## src/rtl/id_ex_reg_pkg.sv

```systemverilog
// Shared ARM pipeline definitions: ALU command encodings, ctrl bit positions, field widths.
package id_ex_reg_pkg;

  localparam int ExeCmdW  = 4;
  localparam int CtrlW    = 5;
  localparam int ShiftOpW = 12;
  localparam int SImm24W  = 24;
  localparam int StatusW  = 4;

  // Bit positions inside ctrl_in = {wb_en, mem_r_en, mem_w_en, b, s}
  localparam int CtrlWbEn   = 4;
  localparam int CtrlMemREn = 3;
  localparam int CtrlMemWEn = 2;
  localparam int CtrlB      = 1;
  localparam int CtrlS      = 0;

  // Several mnemonics share an encoding (CMP/SUB, TST/AND, LDR/STR/ADD), so these are plain constants
  localparam logic [ExeCmdW-1:0] ExeNop = 4'b0000;
  localparam logic [ExeCmdW-1:0] ExeMov = 4'b0001;
  localparam logic [ExeCmdW-1:0] ExeMvn = 4'b1001;
  localparam logic [ExeCmdW-1:0] ExeAdd = 4'b0010;
  localparam logic [ExeCmdW-1:0] ExeAdc = 4'b0011;
  localparam logic [ExeCmdW-1:0] ExeSub = 4'b0100;
  localparam logic [ExeCmdW-1:0] ExeSbc = 4'b0101;
  localparam logic [ExeCmdW-1:0] ExeAnd = 4'b0110;
  localparam logic [ExeCmdW-1:0] ExeOrr = 4'b0111;
  localparam logic [ExeCmdW-1:0] ExeEor = 4'b1000;
  localparam logic [ExeCmdW-1:0] ExeCmp = 4'b0100;
  localparam logic [ExeCmdW-1:0] ExeTst = 4'b0110;
  localparam logic [ExeCmdW-1:0] ExeLdr = 4'b0010;
  localparam logic [ExeCmdW-1:0] ExeStr = 4'b0010;

  // An invalid slot must carry no side effects into EX.
  function automatic logic [CtrlW-1:0] slotCtrl(input logic vld, input logic [CtrlW-1:0] ctrl);
    return vld ? ctrl : '0;
  endfunction

  function automatic logic [ExeCmdW-1:0] slotCmd(input logic vld, input logic [ExeCmdW-1:0] cmd);
    return vld ? cmd : ExeNop;
  endfunction

endpackage

```

## src/rtl/id_ex_reg_pipe_reg.sv

```systemverilog
// Generic pipeline field register: 1-cycle latency; clr beats en, en low holds (stall).
module pipe_reg #(
  parameter int Width = 1
) (
  input  logic             clk,
  input  logic             rst,
  input  logic             en,
  input  logic             clr,
  input  logic [Width-1:0] d,
  output logic [Width-1:0] q
);

  always_ff @(posedge clk or negedge rst) begin
    if (!rst) begin
      q <= '0;
    end else if (clr) begin
      q <= '0;
    end else if (en) begin
      q <= d;
    end
  end

endmodule

```

## src/rtl/id_ex_reg.sv

```systemverilog
// ID/EX pipeline register: 1-cycle latency; freeze holds everything, flush (wins over freeze) loads a bubble.
// Optional status {N,Z,C,V} pass-through under ID_EX_STATUS_EN; status survives flush bubbles.
module id_ex_reg
  import id_ex_reg_pkg::*;
#(
  parameter  int WordLen   = 32,
  parameter  int WordCount = 16,
  localparam int RA        = $clog2(WordCount)
) (
  input  logic                clk,
  input  logic                rst,
  input  logic                freeze,
  input  logic                flush,
  input  logic                valid_in,
  input  logic [WordLen-1:0]  pc_in,
  input  logic [WordLen-1:0]  val_rn_in,
  input  logic [WordLen-1:0]  val_rm_in,
  input  logic [RA-1:0]       dest_in,
  input  logic [RA-1:0]       src1_in,
  input  logic [RA-1:0]       src2_in,
  input  logic [ExeCmdW-1:0]  exe_cmd_in,
  input  logic [CtrlW-1:0]    ctrl_in,
  input  logic                imm_in,
  input  logic [ShiftOpW-1:0] shift_operand_in,
  input  logic [SImm24W-1:0]  signed_imm_24_in,
`ifdef ID_EX_STATUS_EN
  input  logic [StatusW-1:0]  status_in,
  output logic [StatusW-1:0]  status_out,
`endif
  output logic                valid_out,
  output logic [WordLen-1:0]  pc_out,
  output logic [WordLen-1:0]  val_rn_out,
  output logic [WordLen-1:0]  val_rm_out,
  output logic [RA-1:0]       dest_out,
  output logic [RA-1:0]       src1_out,
  output logic [RA-1:0]       src2_out,
  output logic [ExeCmdW-1:0]  exe_cmd_out,
  output logic [CtrlW-1:0]    ctrl_out,
  output logic                imm_out,
  output logic [ShiftOpW-1:0] shift_operand_out,
  output logic [SImm24W-1:0]  signed_imm_24_out
);

  logic capEn;
  logic [CtrlW-1:0]   ctrlD;
  logic [ExeCmdW-1:0] cmdD;

  assign capEn = ~freeze;
  assign ctrlD = slotCtrl(valid_in, ctrl_in);
  assign cmdD  = slotCmd(valid_in, exe_cmd_in);

  pipe_reg #(.Width(1)) uValid (.clk(clk), .rst(rst), .en(capEn), .clr(flush), .d(valid_in), .q(valid_out));
  pipe_reg #(.Width(WordLen)) uPc (.clk(clk), .rst(rst), .en(capEn), .clr(flush), .d(pc_in), .q(pc_out));
  pipe_reg #(.Width(WordLen)) uRn (.clk(clk), .rst(rst), .en(capEn), .clr(flush), .d(val_rn_in), .q(val_rn_out));
  pipe_reg #(.Width(WordLen)) uRm (.clk(clk), .rst(rst), .en(capEn), .clr(flush), .d(val_rm_in), .q(val_rm_out));
  pipe_reg #(.Width(RA)) uDest (.clk(clk), .rst(rst), .en(capEn), .clr(flush), .d(dest_in), .q(dest_out));
  pipe_reg #(.Width(RA)) uSrc1 (.clk(clk), .rst(rst), .en(capEn), .clr(flush), .d(src1_in), .q(src1_out));
  pipe_reg #(.Width(RA)) uSrc2 (.clk(clk), .rst(rst), .en(capEn), .clr(flush), .d(src2_in), .q(src2_out));
  pipe_reg #(.Width(ExeCmdW)) uCmd (.clk(clk), .rst(rst), .en(capEn), .clr(flush), .d(cmdD), .q(exe_cmd_out));
  pipe_reg #(.Width(CtrlW)) uCtrl (.clk(clk), .rst(rst), .en(capEn), .clr(flush), .d(ctrlD), .q(ctrl_out));
  pipe_reg #(.Width(1)) uImm (.clk(clk), .rst(rst), .en(capEn), .clr(flush), .d(imm_in), .q(imm_out));
  pipe_reg #(.Width(ShiftOpW)) uShift (.clk(clk), .rst(rst), .en(capEn), .clr(flush), .d(shift_operand_in), .q(shift_operand_out));
  pipe_reg #(.Width(SImm24W)) uSImm (.clk(clk), .rst(rst), .en(capEn), .clr(flush), .d(signed_imm_24_in), .q(signed_imm_24_out));

`ifdef ID_EX_STATUS_EN
  logic statusEn;
  // Flags belong to the last real instruction, so a bubble leaves them in place.
  assign statusEn = ~freeze & ~flush;
  pipe_reg #(.Width(StatusW)) uStatus (.clk(clk), .rst(rst), .en(statusEn), .clr(1'b0), .d(status_in), .q(status_out));
`endif

endmodule

```

## config.mk

```make
export PLATFORM = sky130hd
export DESIGN_NAME = id_ex_reg
export DESIGN_NICKNAME = d
export VERILOG_FILES = /design/src/rtl/id_ex_reg_pkg.sv /design/src/rtl/id_ex_reg_pipe_reg.sv /design/src/rtl/id_ex_reg.sv
export SDC_FILE = /design/constraint.sdc
export NUM_CORES = 1
export LEC_CHECK = 0
export ABC_CLOCK_PERIOD_IN_PS = 2029
export CORE_MARGIN = 2
export CORE_UTILIZATION = 35
export CTS_CLUSTER_DIAMETER = 150
export DETAILED_ROUTE_END_ITERATION = 6
export HOLD_SLACK_MARGIN = 0.06
export MAX_ROUTING_LAYER = met4
export PLACE_DENSITY = 0.74
export RECOVER_POWER = 50
export SYNTH_ARGS = -nofsm -noshare
export SYNTH_HDL_FRONTEND = slang
export SYNTH_SLANG_ARGS = --single-unit
```

## constraint.sdc

```tcl
create_clock -name clk -period 2.03 [get_ports clk]
set_input_delay 0.406 -clock clk [delete_from_list [all_inputs] [get_ports clk]]
set_output_delay 0.406 -clock clk [all_outputs]
set_load 0.1 [all_outputs]
```

==> metrics.md <==
| Metric | Value |
|---|---|
| Vias in the first global route | `4,876` |
| Clock power frac | `a little under two fifths` |
| CTS clk-pin slew, worst paths | `around 0.06 ns` |
| CTS Hold Bufs | `1` |
| Post-DR vias/cell | `approximately 4.6` |
| DR WL/cell | `approximately 16 microns` |
| Slew @ Worst Pin | `just over 0.9 ns` |
| Global-route wire length before repair | `between 20,000 and 30,000 microns` |
| GRT Overall Usage | `between 15 and 20%` |
| Post-synthesis compound-gate area fraction | `1.34%` |
| Cell count after synthesis | `about 500` |
| Commonest non-fill, non-tap cells in the layout | `156 x buf_4, 155 x clkdlybuf4s50_1, 155 x dfrtp_1` |
| Syn Area/Cell | `~13 sq um` |
| Number of CTS-inserted buffers | `17` |
| DR pass1 iterations | `4` |
| Largest net degree at the start of global routing | `around 80` |
| Clk Latency, worst-skew pair | `0.41 ns` |
| Finished Layout Cells | `1,047` |
| Post-CTS setup buffers | `0` |
| # DRC | `0` |
| Combinational share of power | `between 20% and 30%` |
| Setup TNS | `0 ns` |
| Die Ht | `roughly 140 microns` |
| HPWL Detailed | `approximately 12,000 microns` |
| Power Density | `935 nW/um^2` |
| Seq/Total Area, Yosys | `between 60% and 70%` |
| CP Capture Type | `flop` |
| IO buf count | `~310` |
| Net Count, Synth | `about 660` |
| Synth Area in Adders | `0%` |
| Worst Setup Path Type | `in -> reg` |
| Placed insts | `slightly above 1,000` |
| Fin crit period | `~1.6 ns` |
| CP required | `between 2 and 2.5 ns` |
| Core area | `17,900 sq um` |
| NetSw | `3090 uW` |
| DR vias | `around 4,800` |
| Util after Layout | `between 50% and 60%` |
| CTS H-tree lvls | `4` |
| Area share of and/or/nand/nor cells after synthesis | `9.01%` |
| Crit share post-route | `81.1%` |
| Critical path startpoint category | `input port` |
| Full die area | `about 19,000 sq um` |
| Multi-input logic area | `around 2100 sq um` |
| GRT Residual Overflow | `0` |
| Final ANT Viol Nets | `0` |
| Sequential share of power | `36.6%` |
| Root buf cell | `clkbuf_16` |
| Fraction of layout cells with a size suffix above 1 | `24.1%` |
| Antenna cells | `0` |
| Sw Share | `around a third` |
| Area Overhead vs Synth | `54.6%` |
| Yosys warns | `0` |
| Unique masters post-synth | `16` |
| Final Hold Fails | `0` |
| FF+latch area | `3880 sq um` |
| Most common cell after layout, fill and taps aside | `buf_4` |
| CP Data Arrival Time | `~1.9 ns` |
| RSZ-0062 raised after global routing | `no` |
| FMAX | `roughly 610 MHz` |
| # Max-Cap Violations | `0` |
| Initial antenna violation count | `0` |
| Starting DRT DRC Count | `around 210` |
| Top Ports | `between 300 and 400` |
| Worst rel slew slack | `approximately 38%` |
| Hold slack | `approximately 0.27 ns` |
| Syn Std Cell Area | `roughly 6300 sq um` |
| Clk sinks | `around 160` |
| Mux contribution to synthesized area | `23.0%` |
| Setup Viol. Count Final | `0` |
| Final #Nets | `between 900 and 1,000` |
| Max VDD drop | `roughly 0.56 mV` |
| Synth Register Bits | `155` |
| CTS tree | `yes` |
| Status | `finished clean` |
| Placer Congestion | `~0.75` |
| Largest family of logic cells by synthesized area | `multiplexers` |
| Post_cts resized | `0` |
| Leakage | `between 0.005 and 0.006 uW` |
| Row count | `49` |
| Final wirelength | `between 15,000 and 20,000 microns` |
| Post-Synth XOR/XNOR Area | `0%` |
| Initial Util | `35.4%` |
| Max Fanout on Critical Path | `22` |
| Worst hold path class | `in -> reg` |
| Clock Skew | `0 ns` |
| Filler cells | `roughly 1,600` |
| Internal | `a little over 6000 uW` |
| Clk buf depth | `2` |
| Max-slew violations | `0` |
| Chip Width | `around 140 microns` |
[synthesized netlist by cell type (all sizes together)]
cell type	count	area share [%]
dfrtp	155	61
mux2i	146	23
nor2	146	8.6
buf	21	4.6
clkbuf	14	0.85
a32o	8	1.3
nor2b	2	0.20
a21oi	1	0.079
inv	1	0.059
nand2	1	0.059
nand3b	1	0.12
[critical path: stages]
cell      delay [ns]
clkbuf_2        0.60
clkbuf_1        0.56
mux2i_1         0.26
nor2_1          0.06
[metal layers]
| metal | global-route usage, % | up-vias | routed length [microns] |
|---|---|---|---|
| met5 | - | - | 0 |
| met4 | 6.38 | 0 | 299 |
| met3 | 4.63 | 22 | 1100 |
| met2 | 28.3 | 196 | 8250 |
| met1 | 22.3 | 2307 | 7120 |
| li1 | - | 2282 | - |
[stage by stage]
stage / worst slack (ns) / area, sq um / total power [uW]
2_1_floorplan: 0.726 / 6350 / 5070
3_5_place_dp: 0.322 / 9210 / 5820
6_report: 0.385 / 9810 / 9170
4_1_cts: 0.473 / 9860 / 9300
5_1_grt: 0.238 / 9810 / 9520
3_3_place_gp: 0.333 / 9210 / 5800
[sequential cells by signal (all words and copies together), names as in the netlist, 5 cells and up]
name      flops
uPc.q        32
uSImm.q      24
uShift.q     12
uCtrl.q       5
uRm.q        32
uRn.q        32
[worst paths after layout]
kind	to	start	cells after the start	slack (ns)
worst max-delay path	uRm.q[3]	freeze	4	0.38
worst min register to register	uCmd.q[3]	uCmd.q[3]	1	0.50
worst max register to register	uDest.q[0]	uDest.q[0]	2	1.28
max in group asynchronous	uShift.q[5]	rst	3	0.57
worst min-delay path	uCtrl.q[3]	flush	2	0.27
min in group asynchronous	uRn.q[5]	rst	2	0.48
[power groups by stage]
stage | sequential (uW) | combinational (uW) | clock [uW]
2_1_floorplan | 4660 | 411 | 0
3_5_place_dp | 3410 | 2410 | 0
3_3_place_gp | 3400 | 2400 | 0
5_1_grt | 3370 | 2480 | 3670
6_report | 3350 | 2380 | 3440
4_1_cts | 3350 | 2410 | 3540
[cell type report]
class	count	area share (%)
Clock buffer	20	4.66
Clock inverter	12	1.90
Inverter	1	0.0383
Multi-Input combinational cell	305	21.6
Sequential cell	155	39.5
Tap cell	229	2.92
Timing Repair Buffer	325	29.4
[cells by family (layout without fill, tap and decap cells)]
group / Yosys count / after routing
AO/OA/AOI/OAI: 9 / 9
buffers and inverters: 36 / 358
flip-flops: 155 / 155
multiplexers: 146 / 146
AND/OR/NAND/NOR: 150 / 150
Power figures use the tool's default switching activity.
==> RTL change 1 (same flow settings) <==
`WordCount`: 16 -> 32.
--- a/src/rtl/id_ex_reg.sv
+++ b/src/rtl/id_ex_reg.sv
@@ -4,7 +4,7 @@
   import id_ex_reg_pkg::*;
 #(
   parameter  int WordLen   = 32,
-  parameter  int WordCount = 16,
+  parameter  int WordCount = 32,
   localparam int RA        = $clog2(WordCount)
 ) (
   input  logic                clk,
Interface: changed (6 resized); port bits go from 314 to 320. The function was not compared with the original's and may differ.
==> RTL change 1 against the unedited design <==
Worst hold slack better by 0.15 ns. Die area increased by 0.23%. Synthesized area increased by 0.24%. Wire length is 3.7% higher. Power up 0.97%. Critical path depth is the same. Clock skew is the same. Cell area rose by 1.9%. Final cell count rose by 1.4%. Sequential cell count grew 3. Utilization up 1.0 points. Register-to-register slack about the same. Worst setup slack gained 0.018 ns. Count of clock-buffer cells in the layout is 1 higher. Critical path type unchanged. Largest cell class unchanged. Largest power group is now sequential cells.
==> RTL change 1: results (changes against the unedited design) <==
----------------------------------------------------
[GRT]
  Pin count of the biggest net entering global routing ... 84 (+3.7%)
  Via count of the first global-routing pass ... 4974 (+2.0%)
  Wire length of the first global-routing pass ... 27700 um (+4.4%)
  Overall Global Routing Usage ... 0.187 (+0.00899)

[Placement]
  Placed Cells incl. Taps ... 1030 (+1.6%)
  DP Worst Slack ... 0.235 ns (-0.0871 ns)
  Detailed-placement wirelength estimate ... 12600 um (+6.8%)
  Placer Congestion ... 0.778 (+3.6%)
  Area of placed instances ... 0.00939 mm2 (+2.1%)

[Pwr]
  Worst-case vdd ir drop ... 531 uV (-5.9%)
  Leakage power ... 5.14 nW (+2.0%)

[Hold path]
  Worst hold start ... freeze

[Setup path]
  Launch instance of the worst register-to-register path ... uSImm.q[3]$_DFFE_PN0P_
  Worst Setup EP ... uShift.q[11]$_DFFE_PN0P_
  Data arrival, critical path ... 1.88 ns (-0.02 ns)
  CP Max Fanout ... 24 (+9.1%)

[Finish]
  Share of layout cells above drive strength 1 ... 0.243 (+0.00196)
  Post-layout nets ... 983 (+2.0%)

[Synth]
  Number of standard cells after synthesis ... 506 (+2.0%)
  Leading cell types by total area after synthesis ... sky130_fd_sc_hd__dfrtp_1, sky130_fd_sc_hd__mux2i_1, sky130_fd_sc_hd__nor2_1
  Proportion of synthesized chip area in sequential cells ... 0.622 (+0.0104)
  Count of different cell masters after synthesis ... 14 (-2)
  Net Count, Synth ... 668 (+2.0%)
  Cell types with the highest counts after synthesis ... sky130_fd_sc_hd__dfrtp_1, sky130_fd_sc_hd__mux2i_1, sky130_fd_sc_hd__nor2_1

[Timing]
  Max transition margin ... 0.275 (-0.109)
  Smallest hold slack ... 0.427 ns (+0.153 ns)

[Routing]
  Routed wirelength normalized by instance count ... 16.4 um (+2.2%)
  Number of DRC markers in iteration 0 ... 199 (-7.0%)

[Status]
  Result of the run ... completed

----------------------------------------------------
==> RTL change 1: layout make-up <==
class / count / area, um2 / share of cell area
antenna: 1 / 2.50 / 0.000250
clock inverter: 9 / 158 / 0.0158
clock buffer: 21 / 470 / 0.0471
inverter: 1 / 3.75 / 0.000375
multi-input combinational: 311 / 2160 / 0.216
sequential: 158 / 3950 / 0.395
timing repair buffer: 332 / 2960 / 0.296
tap: 229 / 287 / 0.0287
==> RTL change 1: power by group <==
part | leakage [nW] | internal (mW) | total, mW | switching, mW
clock | 0.302 | 2.15 | 3.40 | 1.25
combinational | 2.73 | 0.696 | 2.44 | 1.74
sequential | 2.10 | 3.32 | 3.42 | 0.0983
==> RTL change 1: routing by layer <==
metal	wire length [um]	vias up	GRT usage
li1	-	2326	-
met1	7340	2383	0.240
met2	8580	190	0.289
met4	424	0	0.0638
met5	0	-	-
met3	1040	26	0.0521
==> RTL change 1: cell families (layout without fill, tap and decap cells) <==
family / Yosys count / count (layout) / share of synthesized area
flip-flops: 158 / 158 / 0.622
AND/OR/NAND/NOR: 153 / 153 / 0.0917
buffers and inverters: 37 / 363 / 0.0389
multiplexers: 149 / 149 / 0.234
other: 0 / 1 / 0
AO/OA/AOI/OAI: 9 / 9 / 0.0134
==> RTL change 1: worst max-delay path, cell delays in order <==
cell	delay (ns)
sky130_fd_sc_hd__clkbuf_8	0.27
sky130_fd_sc_hd__clkbuf_1	0.85
sky130_fd_sc_hd__mux2i_1	0.28
sky130_fd_sc_hd__nor2_1	0.06
==> RTL change 1: repair_timing <==
item                      4_1_cts  5_1_grt
hold buffers                    1        0
hold endpoints to repair       36        0
gates resized for setup         0        0
==> RTL change 2 (config.mk and constraints unchanged) <==
Made on the original files. Add an input register stage for `ctrl_in`, without a reset; this delays it by one clock. The other inputs are not delayed to match.
--- a/src/rtl/id_ex_reg.sv
+++ b/src/rtl/id_ex_reg.sv
@@ -41,12 +41,18 @@
   output logic [SImm24W-1:0]  signed_imm_24_out
 );
 
+  logic [CtrlW-1:0] ctrl_q;
+
+  always_ff @(posedge clk) begin
+      ctrl_q <= ctrl_in;
+  end
+
   logic capEn;
   logic [CtrlW-1:0]   ctrlD;
   logic [ExeCmdW-1:0] cmdD;
 
   assign capEn = ~freeze;
-  assign ctrlD = slotCtrl(valid_in, ctrl_in);
+  assign ctrlD = slotCtrl(valid_in, ctrl_q);
   assign cmdD  = slotCmd(valid_in, exe_cmd_in);
 
   pipe_reg #(.Width(1)) uValid (.clk(clk), .rst(rst), .en(capEn), .clr(flush), .d(valid_in), .q(valid_out));
Function: changed (a bounded check fails within 4 cycles, from zero or initial values and one cycle with rst low).
==> RTL change 2 against the unedited design <==
Worst setup slack worse by 0.0026 ns. Wire length rose by 2.6%. Power fell by 1.8%. Critical endpoint is now uRm.q[22]$_DFFE_PN0P_. Non-clock buffer count up 1. Synthesized area rose by 1.6%. Sequential share of layout area up 0.93 points. Sequential power up 3%. Largest power group is now sequential cells. Sequential cell count up 5. Cell area rose by 0.23%. Combinational power barely moved.
==> RTL change 2: results (changes against the unedited design) <==
----------------------------------------------------
[Setup path]
  Terminus of the critical flop-to-flop path ... uShift.q[11]$_DFFE_PN0P_
  Peak per-stage delay on the critical path ... 1.00 ns (+0.40 ns)
  Number of cells on the worst reg-to-reg path ... 2 (unchanged)
  Worst Setup EP ... uRm.q[22]$_DFFE_PN0P_
  Register-to-Register Setup Slack ... 1.22 ns (-0.06 ns)
  Launch instance of the worst register-to-register path ... uShift.q[11]$_DFFE_PN0P_
  Kind of cell adding the most delay to the critical path ... buffers and inverters
  Start point of the critical path ... flush
  CP Max Fanout ... 62 (+180%)

[Pwr]
  Net switching power ... 3.16 mW (+2.5%)
  Power of the clock network ... 3.17 mW (-7.8%)
  Leakage power ... 5.05 nW (+0.27%)
  Worst-case vdd ir drop ... 551 uV (-2.2%)

[GRT]
  Via count of the first global-routing pass ... 5141 (+5.4%)
  Pin count of the biggest net entering global routing ... 77 (-4.9%)
  Wire length of the first global-routing pass ... 27500 um (+3.6%)
  Overall Global Routing Usage ... 0.184 (+0.00507)
  Initial antenna violation count ... 0 (unchanged)

[Status]
  Result of the run ... completed

[Hold path]
  Cells on Worst Hold Path ... 2 (unchanged)
  Terminating pin of the worst hold path ... uCtrl.q[3]$_DFFE_PN0P_
  Min-delay worst type ... in -> reg

[Clocking]
  Clock latency of the later-clocked register in the worst-skew pair ... 0.42 ns
  Max clock buf depth ... 2 (unchanged)
  Clock transition time at the flip-flop clock pins of the worst setup and hold paths ... 0.07 ns
  Buffer cell driving the clock tree root ... sky130_fd_sc_hd__clkbuf_16

[Finish]
  Diodes inserted ... 0 (unchanged)
  Post-layout nets ... 970 (+0.62%)
  Registers with the highest flip-flop counts ... uPc.q x32, uRm.q x32, uRn.q x32
  Share of layout cells above drive strength 1 ... 0.244 (+0.00310)

[Placement]
  Detailed-placement wirelength estimate ... 12200 um (+3.9%)
  DP Worst Slack ... 0.273 ns (-0.0485 ns)
  Placer Congestion ... 0.765 (+1.7%)

[Synth]
  Net Count, Synth ... 660 (+0.76%)
  Leading cell types by total area after synthesis ... sky130_fd_sc_hd__dfrtp_1, sky130_fd_sc_hd__mux2i_1, sky130_fd_sc_hd__nor2_1
  Post-synth ARST share ... 0.969 (-0.0313)
  Proportion of synthesized chip area in sequential cells ... 0.617 (+0.00604)
  Syn. warnings ... 0 (unchanged)
  Count of different cell masters after synthesis ... 17 (+1)
  Cell types with the highest counts after synthesis ... sky130_fd_sc_hd__dfrtp_1, sky130_fd_sc_hd__mux2i_1, sky130_fd_sc_hd__nor2_1

[Routing]
  First drt pass iteration count ... 6 (+2)
  Routed wirelength normalized by instance count ... 16.3 um (+2.0%)
  Antenna Nets Post-Route ... 0 (unchanged)
  Post-detailed-route via-to-cell ratio ... 4.65 (+1.3%)
  Number of DRC markers in iteration 0 ... 181 (-15%)

[Timing]
  Time the worst path needs with I/O delays and setup ... 1.65 ns (+0.00265 ns)
  Max transition margin ... 0.135 (-0.249)
  Final setup skew ... 0.00445 ns (+0.00445 ns)

----------------------------------------------------
[RTL change 2: cell types whose count changed after synthesis]
cell | unedited run | this run
sky130_fd_sc_hd__dfxtp_1 | 0 | 5
[RTL change 2: metrics by stage]
stage / power, mW / instance area (um2) / hold WS (ns) / cells
final: 9.01 / 9830 / 0.371 / 1053
after global routing: 9.35 / 9830 / 0.388 / 1053
after CTS: 9.16 / 9910 / 0.264 / 1053
after detailed placement: 5.93 / 9310 / 0.380 / 1020
after global placement: 5.90 / 9310 / 0.377 / 1020
after floorplan: 5.18 / 6450 / 0.110 / 501
[RTL change 2: layer usage]
| metal | global-route usage | wire [um] | vias to the layer above | share of wire |
|---|---|---|---|---|
| li1 | - | - | 2301 | - |
| met1 | 0.228 | 7240 | 2371 | 0.42 |
| met2 | 0.294 | 8470 | 207 | 0.49 |
| met3 | 0.0533 | 1250 | 19 | 0.073 |
| met4 | 0.0511 | 238 | 0 | 0.014 |
| met5 | - | 0 | - | 0 |
[RTL change 2: worst reg2reg max path: cells and delay by family, from the launching register on]
kind	cells	cell delay, ns
DFF	1	0.40
muxes	1	0.18
and+or+nand+nor	1	0.06
[RTL change 2: kinds of logic (layout without fill, tap and decap cells)]
family	Yosys count	in the layout	synth area share
compound gates	9	9	0.0132
flops	160	160	0.617
simple gates	150	150	0.0887
buf+inv	36	359	0.0542
mux	146	146	0.227
[RTL change 2: final cells by class]
class	instances	area, um2
fill	1586	8190
sequential	160	3980
timing repair buffer	326	2860
multi-input combinational	305	2120
clock buffer	20	467
tap	229	287
clock inverter	12	123
inverter	1	3.75
[RTL change 2: repair_timing]
item / in CTS / in global routing
hold buffers: 1 / 0
setup endpoints to repair: 0 / 0
hold endpoints to repair: 38 / 0
